### src/rtl/modulo_serial_arb.sv
// Bit-serial two's-complement modulus/negate engine shared by two requesters.
// Define MODULO_SERIAL_FIXED_PRIO_EN for fixed priority (requester 0 wins ties); default is round-robin.
`timescale 1ns/1ps

module modulo_serial_arb #(
  parameter int WIDTH = 6
) (
  input  logic             CLK,
  input  logic             RESET_N,
  input  logic             REQ0,
  input  logic [WIDTH-1:0] A0,
  input  logic             OP0,
  input  logic             REQ1,
  input  logic [WIDTH-1:0] A1,
  input  logic             OP1,
  output logic             GNT0,
  output logic             GNT1,
  output logic             BUSY,
  output logic             OWNER,
  output logic [WIDTH-1:0] S,
  output logic             OVF,
  output logic             DONE
);

  localparam int CW = $clog2(WIDTH);
  localparam logic [WIDTH-1:0] MOST_NEG = {1'b1, {(WIDTH-1){1'b0}}};

  typedef enum logic [1:0] {
    IDLE = 2'd0,
    RUN  = 2'd1,
    FIN  = 2'd2
  } state_t;

  state_t           state;
  logic [CW-1:0]    cnt;
  logic [WIDTH-1:0] shreg;
  logic [WIDTH-2:0] res;      // upper WIDTH-1 result bits; the next sum completes the word
  logic             carry;
  logic             sign;
  logic             tag;
  logic             ovf_pend;
`ifndef MODULO_SERIAL_FIXED_PRIO_EN
  logic             last;
`endif

  logic             any_req;
  logic             winner;
  logic [WIDTH-1:0] win_a;
  logic             win_op;
  logic             win_sign;
  logic             aux;
  logic             sum;
  logic [WIDTH-1:0] next_res;

  // NOTE: every signal driven here gets a value on every path, so no latch is inferred.
  always_comb begin
    any_req = REQ0 | REQ1;
`ifdef MODULO_SERIAL_FIXED_PRIO_EN
    winner = ~REQ0;
`else
    if (REQ0 && REQ1) winner = ~last;
    else              winner = ~REQ0;
`endif
    win_a    = winner ? A1 : A0;
    win_op   = winner ? OP1 : OP0;
    win_sign = win_op | win_a[WIDTH-1];
    aux      = shreg[0] ^ sign;
    sum      = aux ^ carry;
    next_res = {sum, res};
  end

  assign BUSY = (state != IDLE);

  // NOTE: sequential state uses non-blocking assignments so all registers update from pre-edge values.
  always_ff @(posedge CLK or negedge RESET_N) begin
    if (!RESET_N) begin
      state    <= IDLE;
      cnt      <= '0;
      shreg    <= '0;
      res      <= '0;
      carry    <= 1'b0;
      sign     <= 1'b0;
      tag      <= 1'b0;
      ovf_pend <= 1'b0;
`ifndef MODULO_SERIAL_FIXED_PRIO_EN
      last     <= 1'b1;
`endif
      S        <= '0;
      OVF      <= 1'b0;
      OWNER    <= 1'b0;
      DONE     <= 1'b0;
      GNT0     <= 1'b0;
      GNT1     <= 1'b0;
    end else begin
      GNT0 <= 1'b0;
      GNT1 <= 1'b0;
      DONE <= 1'b0;
      case (state)
        IDLE: begin
          if (any_req) begin
            shreg    <= win_a;
            sign     <= win_sign;
            carry    <= win_sign;
            ovf_pend <= win_sign && (win_a == MOST_NEG);
            tag      <= winner;
`ifndef MODULO_SERIAL_FIXED_PRIO_EN
            last     <= winner;
`endif
            GNT0     <= ~winner;
            GNT1     <= winner;
            cnt      <= '0;
            state    <= RUN;
          end
        end
        RUN: begin
          shreg <= shreg >> 1;
          carry <= aux & carry;
          res   <= next_res[WIDTH-1:1];
          if (cnt == CW'(WIDTH - 1)) begin
            state <= FIN;
            S     <= next_res;
            OWNER <= tag;
            OVF   <= ovf_pend;
            DONE  <= 1'b1;
            cnt   <= '0;
          end else begin
            cnt <= cnt + CW'(1);
          end
        end
        FIN:     state <= IDLE;
        default: state <= IDLE;
      endcase
    end
  end

endmodule

### config.mk
export PLATFORM = sky130hd
export DESIGN_NAME = modulo_serial_arb
export DESIGN_NICKNAME = d
export VERILOG_FILES = /design/src/rtl/modulo_serial_arb.sv
export SDC_FILE = /design/constraint.sdc
export NUM_CORES = 1
export LEC_CHECK = 0
export CELL_PAD_IN_SITES_DETAIL_PLACEMENT = 1
export CELL_PAD_IN_SITES_GLOBAL_PLACEMENT = 2
export CORE_AREA = 5 5 104 57
export CTS_CLUSTER_DIAMETER = 200
export DETAILED_ROUTE_END_ITERATION = 8
export DIE_AREA = 0 0 109 62
export PLACE_DENSITY_LB_ADDON = 0.1
export SYNTH_ARGS = -nofsm -noshare
export SYNTH_HDL_FRONTEND = slang
export SYNTH_SLANG_ARGS = --single-unit
### constraint.sdc
create_clock -name CLK -period 1.55 [get_ports CLK]
set_clock_uncertainty 0.2 [all_clocks]
set_input_delay 0.31 -clock CLK [delete_from_list [all_inputs] [get_ports CLK]]
set_output_delay 0.31 -clock CLK [all_outputs]
set_load 0.01 [all_outputs]
* Word level (Yosys, flattened, before mapping)
Cells that the tools add are included.
** Storage, ports and cells
- Register bits after elaboration :: 32
- Bits of input ports :: 18
- Output and inout bits :: 12
- Logic and storage cells :: 57
** Cells by class
- Add/subtract/negate cells :: 1
- Equality and inequality tests :: 5
- Mux-type cells :: 19
- Bitwise operators :: 8
- Reductions and logical operators :: 9
** Operators with widths (number)
- 2-to-1 mux 6 bit :: 2
- one-hot mux 6 bit (2 select lines) :: 1
- 2-to-1 mux 1 bit :: 9
- AND reduction 2 bit :: 4
- == test 6 bit, second input constant :: 1
- 2-to-1 mux 3 bit :: 2
- one-hot mux 3 bit (2 select lines) :: 1
- 2-to-1 mux 2 bit :: 2
- != test 2 bit, second input constant :: 2
- one-hot mux 2 bit (2 select lines) :: 1
- nonzero test 2 bit :: 2
- adder 3 x 1 -> 3 bit, second input constant :: 1
- == test 3 bit, second input constant :: 1
- NOT 1 bit :: 3
- == test 2 x 1 -> 1 bit, second input constant :: 1
- logical AND 1 bit :: 2
- logical NOT 2 bit :: 1
- OR 1 bit :: 2
- one-hot mux 1 bit (2 select lines) :: 1
- XOR 1 bit :: 2
- bitwise AND 1 bit :: 1

* Longest topological paths before layout
Gate-level depths: netlist of the first run.
- Depth after elaboration :: 6
- Depth in mapped cells :: 5
- Gate-level depth less buffers :: 4

* Least setup slack after synthesis of the first run
Ideal clock, no wire load.
- Path type :: reg2reg
- From :: register cnt[1]
- To :: register OVF
- Library setup time :: 125 ps
- Arrival :: 1182 ps
- Data required time :: 1225 ps
- Slack :: 43 ps
- Stages on the path, launching flop included :: 5
- Buffers on the path :: 0
- Clock period less this slack :: 1507 ps
- Cells stage by stage :: dfrtp_1 and2b_1 nand2_2 nor2_4 mux2_2
** On the way
- Longest elaborated chain between the ends :: 2
** RTL lines
- from (decl) :: RTL line 35 : logic [CW-1:0] cnt;
- from (signal assigned) :: RTL line 127 : cnt <= cnt + CW'(1);
- == test 3 bit :: RTL line 119 : if (cnt == CW'(WIDTH - 1)) begin
- AND reduction 2 bit (no line)
- to (signal assigned) :: RTL line 123 : OVF <= ovf_pend;
- to (decl) :: RTL line 21 : output logic OVF,
Every way passes these cells.
A chain may end at the register's enable or synchronous reset.

* Worst setup path after layout of the first run
- From :: register cnt[1]
- To :: register S[0]
** On the way
- Longest elaborated chain between the ends :: 2
** RTL lines
- == test 3 bit :: RTL line 119
- AND reduction 2 bit (no line)
- to (signal assigned) :: RTL line 121 : S <= next_res;
- to (decl) :: RTL line 20 : output logic [WIDTH-1:0] S,
Every way passes these cells.

==> metrics.md, run 1 <==
| Metric | Value |
|---|---|
| Flops & latches, synth | 32 |
| Mapped Cells | 115 |
| Fillers | 553 |
| Syn avg cell area | 11.9 µm² |
| Vias in the first global route | 1180 |
| Commonest non-fill, non-tap cell in the layout | dfrtp_1 |
| Synth warn | 0 |
| Slowest cell on the critical path | dfrtp_1 |
| Overall Global Routing Usage | 0.114 |
| Critical Path Sink | S[0]$_DFFE_PN0P_ |
| Crit path from | cnt[1]$_DFFE_PN0P_ |
| Core ar. | 0.00484 mm² |
| First-pass GRT wire length | 5690 µm |
| Worst reg-to-reg setup slack | -0.003 ns |
| Layout cells sized above 1 | 0.360 |
| CTS tree | done |
| Fmax | 0.644 GHz |
| Outcome | complete, but fails checks |
| VDD IR-drop max | 0.000501 V |
| Critical Path Fanout Max | 9 |
| Via count | 1091 |
| Vias per Instance | 4.45 |
| Tcrit/Tclk final | 1.00 |
| Hold Vio Cnt, Final | 0 |
| Launching point of the worst reg2reg path | cnt[1]$_DFFE_PN0P_ |
| Sink Count | 32 |
| WHS | 0.193 ns |
| Clock buffer depth | 2 |
| RSZ-0062 raised after global routing | yes |
| Count of final setup violators | 7 |
| Worst hold-check path type | in -> async |
| Power Dens Cells | 1830 mW/mm² |
| I/O Buffers | 29 |
| Slew HR | 0.782 |
| Violated checks | negative setup slack |
| Power Total | 3.86 mW |
| Slew Viols, Final | 0 |
| Crit path DAT | 1.52 ns |
| Drt wl/cell | 13.8 µm |
| Area after DPL | 0.00192 mm² |
| Register area share after synthesis | 0.584 |
| Yosys top cell area share | 0.565 |
| Setup_tns | -0.0134 ns |
| CP max stage delay | 0.38 ns |
| Congestion Overflow GR | 0 |
| Sequential Area | 802 µm² |
| Net Count, Synth | 134 |
| Root Driver | clkbuf_8 |
| Least-Margin Pin Slew | 0.327 ns |
| Setup ws final | -0.00326 ns |
| Detailed Route WL | 3370 µm |
| Initial core utilization | 0.284 |
| CP startpoint kind | register |
| Largest net degree at the start of global routing | 33 |
| Most frequent cells in the layout | dfrtp_1 (31), buf_4 (23), clkdlybuf4s50_1 (15), dlygate4sd2_1 (13), nand2_1 (12) |
| Worst Path Buf+Inv | 1 |
| Clock transition at the registers of the reported paths | 0.07 ns |
| CTS buffer count | 5 |
| Stages on worst setup path | 5 |
| Fin area | 0.00211 mm² |
| Max-Cap Viols | 0 |
| Synth area leader | dfrtp_1 |
| Boundary Pins | 30 |
| Register-to-Register Path Depth | 5 |
| GPL Wtd Cong | 0.686 |
| Static leakage | 0.956 nW |
| Crit. End Element | register |
| Full die area | 0.00676 mm² |
| Final min period | 1.55 ns |
| Multi-input combinational cell area | 606 µm² |
| Crit-path cells | and2b_1 -> nand2_2 -> nor2_4 -> buf_12 -> mux2_4 |
| Site Rows | 18 |
| Crit Path Category | reg -> reg |
| Placed wire-length estimate | 2520 µm |
| First drt pass iteration count | 4 |
| Reg-to-Reg End | S[0]$_DFFE_PN0P_ |
| Initial antenna violation count | 0 |
| Synth Cell Area | 0.00137 mm² |
| Delay-heaviest family, CP | simple AND/OR/NAND/NOR gates |
| Worst-Skew Late Latency | 0.28 ns |
| Area Overhead vs Synth | 53.4% |
| Data required, critical path | 1.51 ns |
| H-tree levels | 2 |
| ANT cells | 0 |
| Chip Height | 62 µm |
| Synth unique cells | 31 |
| Nets | 193 |
| Die Wd | 109 µm |
| Post-DRT Antenna Nets | 0 |
| Ranking of synthesized cells by area | dfrtp_1 (56%), mux2_2 (11%), nand2_1 (3.6%) |
| Initial detailed-routing violation count | 24 |
| DRC Markers | 0 |
-- area by class of cell --
| cell class | count | area share |
|---|---|---|
| flip-flops and latches | 32 | 0.381 |
| multi-input cells | 77 | 0.287 |
| repair buffers | 55 | 0.234 |
| well taps | 70 | 0.0416 |
| clock buffers | 6 | 0.0344 |
| clock inverters | 2 | 0.0166 |
| inverters | 3 | 0.00534 |
-- what timing repair did --
item	CTS	global route
pin swaps	2	2
setup endpoints to repair	31	25
hold buffers	0	0
cloned	0	0
buffers inserted	2	2
resized for setup	27	11
hold endpoints to repair	0	0
-- per-stage QoR --
| step | util | setup slack [ns] | cells |
|---|---|---|---|
| after floorplan | - | 0.0428 | 115 |
| after global placement | 0.396 | -0.456 | 233 |
| after detailed placement | 0.396 | -0.507 | 233 |
| after CTS | 0.426 | -0.101 | 243 |
| after global routing | 0.435 | -0.0477 | 245 |
| final | 0.435 | -0.00326 | 245 |
-- layer usage --
metal	wire length, µm	part of all wire	GRT usage
met1	1600	0.47	0.138
met2	1570	0.47	0.190
met3	155	0.046	0.0372
met4	43	0.013	0.0486
met5	0	0	0
-- sequential cells by signal, summed over array words and instances, names as in the netlist, 2 cells and up --
signal,count
cnt,3
S,6
state,2
shreg,6
res,5
-- how the worst min path moves through the flow --
stage / slack, ns / startpoint / cells after the start / to
after CTS: 0.20 / RESET_N / 2 / shreg[4]$_DFFE_PN0P_
final: 0.19 / RESET_N / 2 / shreg[4]$_DFFE_PN0P_
after detailed placement: 0.29 / tag$_DFFE_PN0P_ / 2 / tag$_DFFE_PN0P_
after global routing: 0.22 / RESET_N / 2 / shreg[4]$_DFFE_PN0P_
after floorplan: -0.19 / RESET_N / 0 / DONE$_DFF_PN0_
after global placement: 0.28 / tag$_DFFE_PN0P_ / 2 / tag$_DFFE_PN0P_
-- cells by family after synthesis --
logic type / after synthesis / synth area share
buf+inv: 6 / 0.0273
mux: 14 / 0.114
xor+xnor: 1 / 0.00638
fa+ha+maj: 1 / 0.00911
compound gates: 25 / 0.130
simple gates: 36 / 0.129
flops: 32 / 0.584
-- synthesized netlist by cell type --
library cell  instances
mux2i_1               1
o21ai_0               6
and2b_1               1
nor4_1                2
o311ai_4              1
xor2_1                1
a22o_1                1
a21oi_1               1
buf_6                 1
ha_1                  1
a31o_2                1
nand2b_1              1
o22ai_1               5
nand2_2               2
nor2_4                1
o211ai_1              1
o21a_1                1
nor2_1                9
nand4b_1              2
nand3_1               2
dfrtp_1              31
nor2_2                1
dfstp_2               1
nand2_1              13
inv_1                 3
and2_1                1
a32o_1                1
buf_4                 2
a31oi_1               7
mux2_2               13
nor3_1                1
-- where the power goes --
| group | switching [mW] | internal, mW |
|---|---|---|
| Sequential | 0.211 | 1.22 |
| Clock | 0.300 | 0.477 |
| Combinational | 0.700 | 0.952 |
Note: power is estimated with default switching activity, not from simulation.
==> run 2, diff against run 1 <==
--- a/config.mk
+++ b/config.mk
@@ -12,6 +12,8 @@
 export DETAILED_ROUTE_END_ITERATION = 8
 export DIE_AREA = 0 0 109 62
 export PLACE_DENSITY_LB_ADDON = 0.1
+export REMOVE_ABC_BUFFERS = 1
+export SKIP_CTS_REPAIR_TIMING = 1
 export SYNTH_ARGS = -nofsm -noshare
 export SYNTH_HDL_FRONTEND = slang
 export SYNTH_SLANG_ARGS = --single-unit
==> run 2 against run 1 <==
Effect of this change:
- the flow still finishes with violations (negative setup slack)
- total power shrank 2.7%
- utilization grew 0.75 points
- cell count shrank 0.82%
- clock power is 24% lower
- sequential cell count unchanged
- critical path depth is the same
- sequential share of layout area shrank 0.64 points
- worst hold slack got worse by 0.11 ns
- count of clock-buffer cells in the layout stayed put
- worst setup slack worse by 0.071 ns
- first-iteration DRC count down 21%
==> metrics.md, run 2 (synthesis results as in run 1) <==
| Metric | Value |
|---|---|
| First-pass GRT wire length | 5750 µm |
| Data required, critical path | 1.51 ns |
| Outcome | complete, but fails checks |
| Sequential share of power | 0.380 |
| Count of final setup violators | 9 |
| Vias per Instance | 4.49 |
| Net switching power | 1.21 mW |
| Drt wl/cell | 14.8 µm |
| VDD IR-drop max | 0.000556 V |
| Crit path DAT | 1.59 ns |
| Initial detailed-routing violation count | 19 |
| Crit. End Element | register |
| Crit Path Category | reg -> reg |
| Root Driver | clkbuf_8 |
| ANT cells | 0 |
| Vias in the first global route | 1195 |
| Area after DPL | 0.00191 mm² |
| First drt pass iteration count | 2 |
| Initial antenna violation count | 0 |
| Final min period | 1.62 ns |
| Static leakage | 1.08 nW |
| Power Dens Cells | 1750 mW/mm² |
| Tcrit/Tclk final | 1.05 |
| Congestion Overflow GR | 0 |
| Dpl ws | -0.438 ns |
| Internal | 2.55 mW |
| I/O Buffers | 29 |
| Core ar. | 0.00484 mm² |
| Boundary Pins | 30 |
| Worst hold-check path type | in -> async |
| Clock buffer depth | 2 |
| Fmax | 0.616 GHz |
| RSZ-0062 raised after global routing | yes |
| Slew Viols, Final | 0 |
| Hold Vio Cnt, Final | 0 |
| Initial core utilization | 0.284 |
| Power Total | 3.76 mW |
| GPL Wtd Cong | 0.728 |
| Layout cells sized above 1 | 0.335 |
| Detailed Route WL | 3590 µm |
| Via count | 1092 |
| Clk pwr share | 0.157 |
| Setup ws final | -0.0741 ns |
| Combinational power share | 0.462 |
| CP startpoint kind | register |
| Worst reg-to-reg setup slack | -0.07 ns |
| Site Rows | 18 |
| CTS buffer count | 5 |
| CTS tree | done |
| Worst-Skew Late Latency | 0.27 ns |
| Sw frac | 0.322 |
| Area Overhead vs Synth | 56.0% |
| Fin area | 0.00214 mm² |
| Die Wd | 109 µm |
| Largest net degree at the start of global routing | 30 |
| Full die area | 0.00676 mm² |
| Final non-filler cell total | 243 |
| Nets | 192 |
| Critical Path Fanout Max | 4 |
| Least-Margin Pin Slew | 0.348 ns |
| H-tree levels | 2 |
| Fin util | 0.443 |
| Top flop regs | S x6, shreg x6, res x5 |
| Overall Global Routing Usage | 0.118 |
| DRC Markers | 0 |
| Max-Cap Viols | 0 |
| Most frequent cells in the layout | dfrtp_1 (31), buf_4 (21), clkdlybuf4s50_1 (15), dlymetal6s2s_1 (14), nand2_1 (12) |
| Post-DRT Antenna Nets | 0 |
| Dpl cells | 232 |
| Sink Count | 32 |
| Slew HR | 0.768 |
| Placed wire-length estimate | 2630 µm |
| Chip Height | 62 µm |
| Fillers | 531 |
| Violated checks | negative setup slack |
| Clock transition at the registers of the reported paths | 0.06 ns |
| Commonest non-fill, non-tap cell in the layout | dfrtp_1 |
run 2: cell count changes in the layout (fill, tap and decap cells not counted), moves of 2 or more:
cell | before | now
dlymetal6s2s_1 | 0 | 14
dlygate4sd2_1 | 13 | 0
nor2_2 | 3 | 1
nor2_1 | 7 | 9
buf_4 | 23 | 21
run 2: area by class of cell:
| type | count | area (µm²) | area share |
|---|---|---|---|
| Tap cell | 70 | 87.6 | 0.0409 |
| Clock buffer | 6 | 72.6 | 0.0339 |
| Sequential cell | 32 | 802 | 0.374 |
| Multi-Input combinational cell | 77 | 602 | 0.281 |
| Timing Repair Buffer | 54 | 563 | 0.263 |
| Inverter | 3 | 11.3 | 0.00525 |
| Clock inverter | 1 | 5.00 | 0.00234 |
run 2: power by group through the flow:
stage	Clock (mW)	Sequential, mW	Combinational, mW
floorplan	0	1.46	0.761
global placement	0	1.43	1.54
detailed placement	0	1.44	1.57
CTS	0.610	1.43	1.57
global route	0.647	1.48	1.91
finish	0.591	1.43	1.74
run 2: final timing paths:
path | endpoint | cells past startpoint | from
worst min register to register | S[2]$_DFFE_PN0P_ | 1 | S[2]$_DFFE_PN0P_
max in group asynchronous | DONE$_DFF_PN0_ | 2 | RESET_N
min in group CLK | last$_DFFE_PN1P_ | 2 | REQ0
worst max-delay path | S[2]$_DFFE_PN0P_ | 5 | cnt[1]$_DFFE_PN0P_
worst max register to register | S[2]$_DFFE_PN0P_ | 5 | cnt[1]$_DFFE_PN0P_
worst min-delay path | state[0]$_DFFE_PN0P_ | 1 | RESET_N
run 2: worst max-delay path, stage by stage, from the launching register on:
cell	delay (ns)
dfrtp_1	0.38
and2b_1	0.22
nand2_2	0.08
nor2_4	0.17
clkbuf_16	0.17
mux2_4	0.29
run 2: per-stage QoR:
stage	hold slack (ns)	setup TNS (ns)
after floorplan	-0.186	-0.190
after global placement	0.283	-4.93
after detailed placement	0.292	-5.42
after CTS	0.0766	-2.95
after global routing	0.0693	-1.16
final	0.0791	-0.572
run 2: per-layer routing:
layer | up-vias | track usage | share of wire
met5 | - | 0 | 0
met4 | 0 | 0.0324 | 0.0075
met3 | 2 | 0.0475 | 0.038
met2 | 24 | 0.183 | 0.45
met1 | 538 | 0.154 | 0.50
li1 | 528 | - | -
==> run 3, diff against run 2 <==
--- a/config.mk
+++ b/config.mk
@@ -8,6 +8,7 @@
 export CELL_PAD_IN_SITES_DETAIL_PLACEMENT = 1
 export CELL_PAD_IN_SITES_GLOBAL_PLACEMENT = 2
 export CORE_AREA = 5 5 104 57
+export CTS_BUF_LIST = sky130_fd_sc_hd__clkbuf_4 sky130_fd_sc_hd__clkbuf_8 sky130_fd_sc_hd__clkbuf_16
 export CTS_CLUSTER_DIAMETER = 200
 export DETAILED_ROUTE_END_ITERATION = 8
 export DIE_AREA = 0 0 109 62
==> run 3 against run 2 <==
Effect of this change:
- the flow still finishes with violations (negative setup slack)
- count of clock-buffer cells in the layout unchanged
- via count is 0.27% lower
- cell area up 0.17%
- clock power grew 3%
- total power grew 0.45%
- non-clock buffer count is the same
- cell count unchanged
- sequential power hardly changed
- critical path depth shrank 1
- fmax increased by 0.47%
==> metrics.md, run 3 (synthesis results as in run 1) <==
| Metric | Value |
|---|---|
| Outcome | complete, but fails checks |
| Violated checks | negative setup slack |
| Largest net degree at the start of global routing | 30 |
| Boundary Pins | 30 |
| Post-DRT Antenna Nets | 0 |
| Crit. End Element | primary output |
| Clock transition at the registers of the reported paths | 0.06 ns |
| Vias in the first global route | 1195 |
| Worst Path Buf+Inv | 3 |
| Placed wire-length estimate | 2630 µm |
| Stages on worst setup path | 4 |
| GPL Wtd Cong | 0.728 |
| Most frequent cells in the layout | dfrtp_1 (31), buf_4 (21), clkdlybuf4s50_1 (15), dlymetal6s2s_1 (14), nand2_1 (12) |
| Static leakage | 1.08 nW |
| Worst-Skew Late Latency | 0.27 ns |
| Sink Count | 32 |
| CP max stage delay | 0.37 ns |
| Dpl cells | 232 |
| Drt wl/cell | 14.7 µm |
| Crit path from | state[0]$_DFFE_PN0P_ |
| Crit Path Category | reg -> out |
| First-pass GRT wire length | 5750 µm |
| Site Rows | 18 |
| Die Wd | 109 µm |
| Congestion Overflow GR | 0 |
| Final non-filler cell total | 243 |
| Initial detailed-routing violation count | 18 |
| Hold Vio Cnt, Final | 0 |
| Crit path DAT | 1.11 ns |
| Tcrit/Tclk final | 1.04 |
| Area Overhead vs Synth | 56.3% |
| Full die area | 0.00676 mm² |
| Critical Path Sink | BUSY |
| First drt pass iteration count | 2 |
| WHS | 0.0793 ns |
| Layout cells sized above 1 | 0.341 |
| Worst reg-to-reg setup slack | -0.06 ns |
| Commonest non-fill, non-tap cell in the layout | dfrtp_1 |
| Delay-heaviest family, CP | flip-flops |
| Critical Path Fanout Max | 5 |
| Launching point of the worst reg2reg path | cnt[1]$_DFFE_PN0P_ |
| Dpl ws | -0.438 ns |
| VDD IR-drop max | 0.000556 V |
| Core ar. | 0.00484 mm² |
| Overall Global Routing Usage | 0.118 |
| Worst hold-check path type | in -> async |
| ANT cells | 0 |
| Max-Cap Viols | 0 |
| Slew Viols, Final | 0 |
| Reg-to-Reg End | S[2]$_DFFE_PN0P_ |
| Vias per Instance | 4.48 |
| Count of final setup violators | 9 |
| Chip Height | 62 µm |
| Nets | 192 |
| Top flop regs | S x6, shreg x6, res x5 |
| Initial core utilization | 0.284 |
| CTS tree | done |
| Slew HR | 0.768 |
| Fmax | 0.619 GHz |
| RSZ-0062 raised after global routing | yes |
| Setup_tns | -0.448 ns |
| Fillers | 527 |
| Power Dens Cells | 1760 mW/mm² |
| Detailed Route WL | 3570 µm |
| Data required, critical path | 1.04 ns |
| Initial antenna violation count | 0 |
| Power Total | 3.77 mW |
| H-tree levels | 2 |
| CTS buffer count | 5 |
| Crit-path cells | nor2_1 -> buf_4 -> inv_1 -> dlymetal6s2s_1 |
| Clock buffer depth | 2 |
| I/O Buffers | 29 |
| Via count | 1089 |
| Least-Margin Pin Slew | 0.348 ns |
| Final min period | 1.62 ns |
| Setup ws final | -0.0664 ns |
| CP startpoint kind | register |
| Slowest cell on the critical path | dfrtp_1 |
| Root Driver | clkbuf_8 |
| DRC Markers | 0 |
| Register-to-Register Path Depth | 5 |
## run 3: power by group
group / leakage [nW] / switching, mW / total (mW) / internal [mW]
Sequential: 0.390 / 0.206 / 1.43 / 1.22
Clock: 0.0445 / 0.286 / 0.608 / 0.322
Combinational: 0.644 / 0.717 / 1.74 / 1.02
## run 3: cell type report
class                      instances  area, µm²  area share
sequential                        32        802       0.374
timing repair buffer              54        563       0.262
clock buffer                       6       76.3      0.0355
tap                               70       87.6      0.0408
clock inverter                     1       5.00     0.00233
multi-input combinational         77        602       0.280
inverter                           3       11.3     0.00524
## run 3: worst min-delay path by stage
| stage | start | to | slack, ns | depth (start not counted) |
|---|---|---|---|---|
| 4_1_cts | RESET_N | state[0]$_DFFE_PN0P_ | 0.08 | 1 |
| 3_3_place_gp | sign$_DFFE_PN0P_ | sign$_DFFE_PN0P_ | 0.28 | 2 |
| 6_report | RESET_N | state[0]$_DFFE_PN0P_ | 0.08 | 1 |
| 2_1_floorplan | RESET_N | DONE$_DFF_PN0_ | -0.19 | 0 |
| 3_5_place_dp | res[0]$_DFFE_PN0N_ | S[0]$_DFFE_PN0P_ | 0.29 | 1 |
| 5_1_grt | RESET_N | state[0]$_DFFE_PN0P_ | 0.07 | 1 |
## run 3: routing by layer
| metal | vias to the layer above | routed length, µm | track usage |
|---|---|---|---|
| met4 | 0 | 27 | 0.0324 |
| li1 | 528 | - | - |
| met5 | - | 0 | 0 |
| met1 | 535 | 1810 | 0.154 |
| met3 | 2 | 136 | 0.0475 |
| met2 | 24 | 1600 | 0.183 |
## run 3: through the flow
step                 util  cell area [µm²]
floorplan               -             1350
global placement    0.394             1910
detailed placement  0.394             1910
CTS                 0.411             1990
global route        0.443             2150
finish              0.443             2150
